--- src/rtl/div_iter.sv ---
// Multi-cycle radix-2 restoring divider (DIV/DIVU) answering the EX-stage start/ready handshake.
// One quotient bit per cycle; signed operands are divided as magnitudes and the signs are fixed up at the end.
module div_iter #(
    parameter int DATA_W = 32
) (
    input  logic                  clk,
    input  logic                  rst,
    input  logic                  signed_div_i,
    input  logic [DATA_W-1:0]     opdata1_i,
    input  logic [DATA_W-1:0]     opdata2_i,
    input  logic                  start_i,
    input  logic                  annul_i,
    output logic [2*DATA_W-1:0]   result_o,
    output logic                  ready_o
);
    localparam int CNT_W = (DATA_W > 1) ? $clog2(DATA_W) : 1;
    localparam logic [CNT_W-1:0] LAST = CNT_W'(DATA_W - 1);

    typedef enum logic [1:0] {S_IDLE, S_DBZ, S_ON, S_END} state_t;

    state_t               state, state_n;
    logic [DATA_W-1:0]    dvd, dvd_n;       // dividend shifting out, quotient shifting in
    logic [DATA_W-1:0]    dvs, dvs_n;
    logic [DATA_W-1:0]    rem, rem_n;
    logic [CNT_W-1:0]     cnt, cnt_n;
    logic                 sign_q, sign_q_n;
    logic                 sign_r, sign_r_n;
    logic [2*DATA_W-1:0]  result_n;
    logic                 ready_n;

    logic [DATA_W-1:0]    abs1, abs2;
    logic [DATA_W:0]      rem_sh, diff;
    logic                 qbit;
    logic [DATA_W-1:0]    rem_step, dvd_step;
    logic [DATA_W-1:0]    quot_fin, rem_fin;

    // |-2^(W-1)| = 2^(W-1) still fits in W unsigned bits, so the overflow case needs no special path
    assign abs1 = (signed_div_i && opdata1_i[DATA_W-1]) ? -opdata1_i : opdata1_i;
    assign abs2 = (signed_div_i && opdata2_i[DATA_W-1]) ? -opdata2_i : opdata2_i;

    assign rem_sh   = {rem, dvd[DATA_W-1]};
    assign diff     = rem_sh - {1'b0, dvs};
    assign qbit     = ~diff[DATA_W];
    assign rem_step = qbit ? diff[DATA_W-1:0] : rem_sh[DATA_W-1:0];
    assign dvd_step = {dvd[DATA_W-2:0], qbit};
    assign quot_fin = sign_q ? -dvd_step : dvd_step;
    assign rem_fin  = sign_r ? -rem_step : rem_step;

    always_comb begin
        state_n  = state;
        dvd_n    = dvd;
        dvs_n    = dvs;
        rem_n    = rem;
        cnt_n    = cnt;
        sign_q_n = sign_q;
        sign_r_n = sign_r;
        result_n = result_o;
        ready_n  = ready_o;
        case (state)
            S_IDLE: begin
                result_n = '0;
                ready_n  = 1'b0;
                if (start_i && !annul_i) begin
                    if (opdata2_i == '0) begin
                        state_n = S_DBZ;
                    end else begin
                        dvd_n    = abs1;
                        dvs_n    = abs2;
                        rem_n    = '0;
                        cnt_n    = '0;
                        sign_q_n = signed_div_i & (opdata1_i[DATA_W-1] ^ opdata2_i[DATA_W-1]);
                        sign_r_n = signed_div_i & opdata1_i[DATA_W-1];
                        state_n  = S_ON;
                    end
                end
            end
            S_DBZ: begin
                if (annul_i) begin
                    state_n = S_IDLE;
                end else begin
                    result_n = '0;
                    ready_n  = 1'b1;
                    state_n  = S_END;
                end
            end
            S_ON: begin
                if (annul_i) begin
                    ready_n = 1'b0;
                    state_n = S_IDLE;
                end else begin
                    dvd_n = dvd_step;
                    rem_n = rem_step;
                    if (cnt == LAST) begin
                        result_n = {rem_fin, quot_fin};
                        ready_n  = 1'b1;
                        state_n  = S_END;
                    end else begin
                        cnt_n = cnt + 1'b1;
                    end
                end
            end
            S_END: begin
                if (!start_i || annul_i) begin
                    result_n = '0;
                    ready_n  = 1'b0;
                    state_n  = S_IDLE;
                end
            end
            default: state_n = S_IDLE;
        endcase
    end

    always_ff @(posedge clk) begin
        if (rst) begin
            state    <= S_IDLE;
            dvd      <= '0;
            dvs      <= '0;
            rem      <= '0;
            cnt      <= '0;
            sign_q   <= 1'b0;
            sign_r   <= 1'b0;
            result_o <= '0;
            ready_o  <= 1'b0;
        end else begin
            state    <= state_n;
            dvd      <= dvd_n;
            dvs      <= dvs_n;
            rem      <= rem_n;
            cnt      <= cnt_n;
            sign_q   <= sign_q_n;
            sign_r   <= sign_r_n;
            result_o <= result_n;
            ready_o  <= ready_n;
        end
    end
endmodule

--- config.mk ---
export PLATFORM = sky130hd
export DESIGN_NAME = div_iter
export DESIGN_NICKNAME = d
export VERILOG_FILES = /design/src/rtl/div_iter.sv
export SDC_FILE = /design/constraint.sdc
export NUM_CORES = 1
export LEC_CHECK = 0
export BUFFER_PORTS_ARGS = -buffer_cell sky130_fd_sc_hd__buf_2
export CELL_PAD_IN_SITES_DETAIL_PLACEMENT = 1
export CELL_PAD_IN_SITES_GLOBAL_PLACEMENT = 1
export CORE_MARGIN = 4
export CORE_UTILIZATION = 25
export DETAILED_ROUTE_END_ITERATION = 6
export HOLD_SLACK_MARGIN = 0.05
export MAX_ROUTING_LAYER = met4
export PLACE_DENSITY = 0.55
export SLEW_MARGIN = 20
export SYNTH_ARGS = -nofsm -noshare
export SYNTH_HDL_FRONTEND = slang
export SYNTH_SLANG_ARGS = --single-unit
--- constraint.sdc ---
create_clock -name clk -period 8 [get_ports clk]
set_input_delay 2 -clock clk [delete_from_list [all_inputs] [get_ports clk]]
set_output_delay 2 -clock clk [all_outputs]
set_load 0.1 [all_outputs]
==> impl_metrics.env <==
export IMPL_status="complete, no violations"
export IMPL_worst_slack_ns=2.547
export IMPL_rows=79
export IMPL_path_class="flip-flop to flip-flop"
export IMPL_synth_cell_area_sq_um=11850
export IMPL_grt_overflow=0
export IMPL_tns_ns=0
export IMPL_synth_common_cells="nand2_1, nor2_1, dfxtp_1, a21oi_1, o21ai_0"
export IMPL_core_area_sq_um=46650
export IMPL_num_io_pins=134
export IMPL_finalCriticalPeriod_ns=5.453
export IMPL_min_from="result_o[63]$_SDFFE_PP0P_"
export IMPL_synth_cells=1615
export IMPL_place_hpwl_microns=35580
export IMPL_drc_errors=0
export IMPL_synthArstFlopShare_pct=0
export IMPL_synth_largest_area_cell="dfxtp_1"
export IMPL_h_tree_depth=4
export IMPL_place_ws_ns=2.331
export IMPL_antenna_found_initial=2
export IMPL_yosys_most_used_dff="dfxtp_1"
export IMPL_power_density_nw_per_um2=328.0
export IMPL_die_area_sq_um=50940
export IMPL_clkTransAtPathRegs_ns=0.08
export IMPL_wl_per_cell_microns=19.87
export IMPL_ys_seq_area_share_pct=28.73
export IMPL_ys_ff_latch=170
export IMPL_crit_required_ns=8.33
export IMPL_max_slew_worst_pin_slew_ns=1.033
export IMPL_max_vdd_ir_drop_v=0.0001407
export IMPL_drt_initial_drc_count=548
export IMPL_clk_latency_ns=0.46
export IMPL_ant_nets=0
export IMPL_max_slew_margin_pct=30.89
export IMPL_die_h_microns=225.7
export IMPL_nNetsFinal=1797
export IMPL_finalSetupViolCount=0
export IMPL_period_share_pct=68.17
export IMPL_synth_fp_nets=1728
export IMPL_grt_pass1_vias=11860
export IMPL_die_x_microns=225.7
export IMPL_cap_violations=0
export IMPL_drv_slew=0
export IMPL_drive_gt1_share_pct=12.43
export IMPL_synthTopCellsByArea="dfxtp_1, nand2_1, xnor2_1"
export IMPL_crit_fanout=13
export IMPL_crit_arrival_ns=5.78
export IMPL_track_usage_pct=18.24
export IMPL_skew_ns=0.01262
export IMPL_yosys_area_top_type_share_pct=28.73
export IMPL_area_growth_pct=14.55
export IMPL_drt_vias_per_instance=5.113
export IMPL_place_gp_congestion=0.8964
export IMPL_cts_resized=0
export IMPL_endpoint_kind="flip-flop"
export IMPL_grt_max_degree=69
export IMPL_synth_edf_count=0
export IMPL_hold_viol=0
export IMPL_cts_hold_fix_buffers=0
export IMPL_leakage_nw=5.462
export IMPL_wirelength_microns=45810
export IMPL_max_freq_mhz=183.4
export IMPL_start_util_pct=25.39
export IMPL_synth_distinct_cells=82
export IMPL_cts_sinks=170
export IMPL_port_buffer_count=133
export IMPL_grt_first_pass_wirelength_microns=70990
export IMPL_ys_warn_count=0
export IMPL_firstDrtPassIters=7
export IMPL_worstSetupStartpoint="dvd[31]$_SDFFE_PP0P_"
export IMPL_cts_tree="yes"
export IMPL_cts_setup_buffers=0
export IMPL_hold_path_class="flip-flop to flip-flop"
export IMPL_root_buffer="clkbuf_16"
export IMPL_rr_startpoint="dvd[31]$_SDFFE_PP0P_"
export IMPL_cts_made_buffers=17
export IMPL_rsz0062_at_grt="false"
export IMPL_critPathLaunchType="flip-flop"
export IMPL_synth_most_common_cell="nand2_1"
export IMPL_vias=11790
export IMPL_syn_avg_cell_area_sq_um=7.336
export IMPL_cts_buffer_depth=2
==> kinds of logic (layout without fill, tap and decap cells) <==
| kind of cell | after synthesis | count (layout) | synth area share [%] |
|---|---|---|---|
| and+or+nand+nor | 627 | 627 | 23.88 |
| adders and majority gates | 44 | 44 | 4.710 |
| buffers and inverters | 151 | 233 | 5.217 |
| xor gates and xnor gates | 136 | 136 | 10.05 |
| AOI/OAI and AO/OA | 469 | 469 | 25.85 |
| other | 0 | 2 | 0 |
| DFF | 170 | 170 | 28.73 |
| muxes | 18 | 18 | 1.563 |
==> critical path, stage by stage, from the launching register on <==
cell       delay (ns)
dfxtp_1          0.40
inv_1            0.11
ha_1             0.25
fa_1             0.39
nand2b_1         0.23
a21oi_1          0.36
o211ai_2         0.22
a2111oi_4        0.47
o21a_2           0.30
nor2_4           0.06
inv_2            0.20
nor2_1           0.07
a21oi_1          0.24
ha_1             0.29
nor4bb_1         0.39
mux2i_1          0.26
or3_1            0.49
o31ai_1          0.32
xnor2_1          0.19
o21ai_1          0.08
==> metrics by stage <==
step	std cells	hold WS [ns]	cell area (sq um)	power, mW	util (%)
finish	2306	0.4464	13570	4.452	29.09
global route	2306	0.4674	13570	4.786	29.09
CTS	2304	0.4494	13570	4.484	29.08
detailed placement	2272	0.4386	12980	3.615	27.82
global placement	2272	0.4353	12980	3.587	27.81
floorplan	1615	0.4319	11850	2.889	-
==> final cells by class <==
type / count / area, sq um
antenna: 2 / 5.005
clock buffer: 18 / 439.2
clock inverter: 14 / 150.1
fill: 5805 / 33080
inverter: 57 / 214.0
multi-input combinational: 1294 / 7850
sequential: 170 / 3403
tap: 607 / 759.5
timing repair buffer: 144 / 750.7
==> report_power, final <==
| part | internal (mW) | total, mW | switching (mW) |
|---|---|---|---|
| Combinational | 0.751 | 2.47 | 1.72 |
| Clock | 0.426 | 0.855 | 0.429 |
| Sequential | 0.966 | 1.12 | 0.157 |
==> worst paths after layout <==
check / endpoint / slack (ns) / cells past startpoint
worst max register to register: result_o[60]$_SDFFE_PP0P_ / 2.55 / 19
worst min-delay path: result_o[63]$_SDFFE_PP0P_ / 0.45 / 2
worst max-delay path: result_o[60]$_SDFFE_PP0P_ / 2.55 / 19
worst min register to register: result_o[63]$_SDFFE_PP0P_ / 0.45 / 2
==> flip-flops by register name (all words and copies together), names as in the netlist <==
signal	count
result_o	64
dvd	32
dvs	32
rem	32
cnt	5
state	2
ready_o	1
sign_q	1
sign_r	1
==> placed cells by master (no fill, tap or decap), types with 14 or more instances in the layout <==
cell type | synthesis | routed
clkbuf_16 | 0 | 17
and2_1 | 17 | 17
ha_1 | 43 | 42
a211oi_1 | 38 | 38
or3_1 | 24 | 24
buf_2 | 20 | 132
a22oi_1 | 56 | 56
nor3_1 | 33 | 32
dfxtp_1 | 170 | 170
o41ai_1 | 14 | 14
xnor2_1 | 85 | 85
xor2_1 | 51 | 51
nor2_1 | 194 | 192
o21ai_0 | 101 | 101
inv_1 | 55 | 55
nor4_1 | 16 | 16
a21oi_1 | 115 | 115
o21ai_1 | 20 | 20
o31ai_1 | 18 | 18
nand3_1 | 19 | 19
a21o_1 | 22 | 22
nand2_1 | 247 | 246
mux2i_1 | 17 | 17
==> layer usage <==
metal / vias up / global-route usage (%) / share of wire [%]
met5: - / - / 0
met4: 0 / 3.912 / 1.4
met3: 34 / 2.314 / 2.1
met2: 133 / 30.39 / 48
met1: 5771 / 23.82 / 48
li1: 5853 / - / -
(Power assumes the default switching activity.)
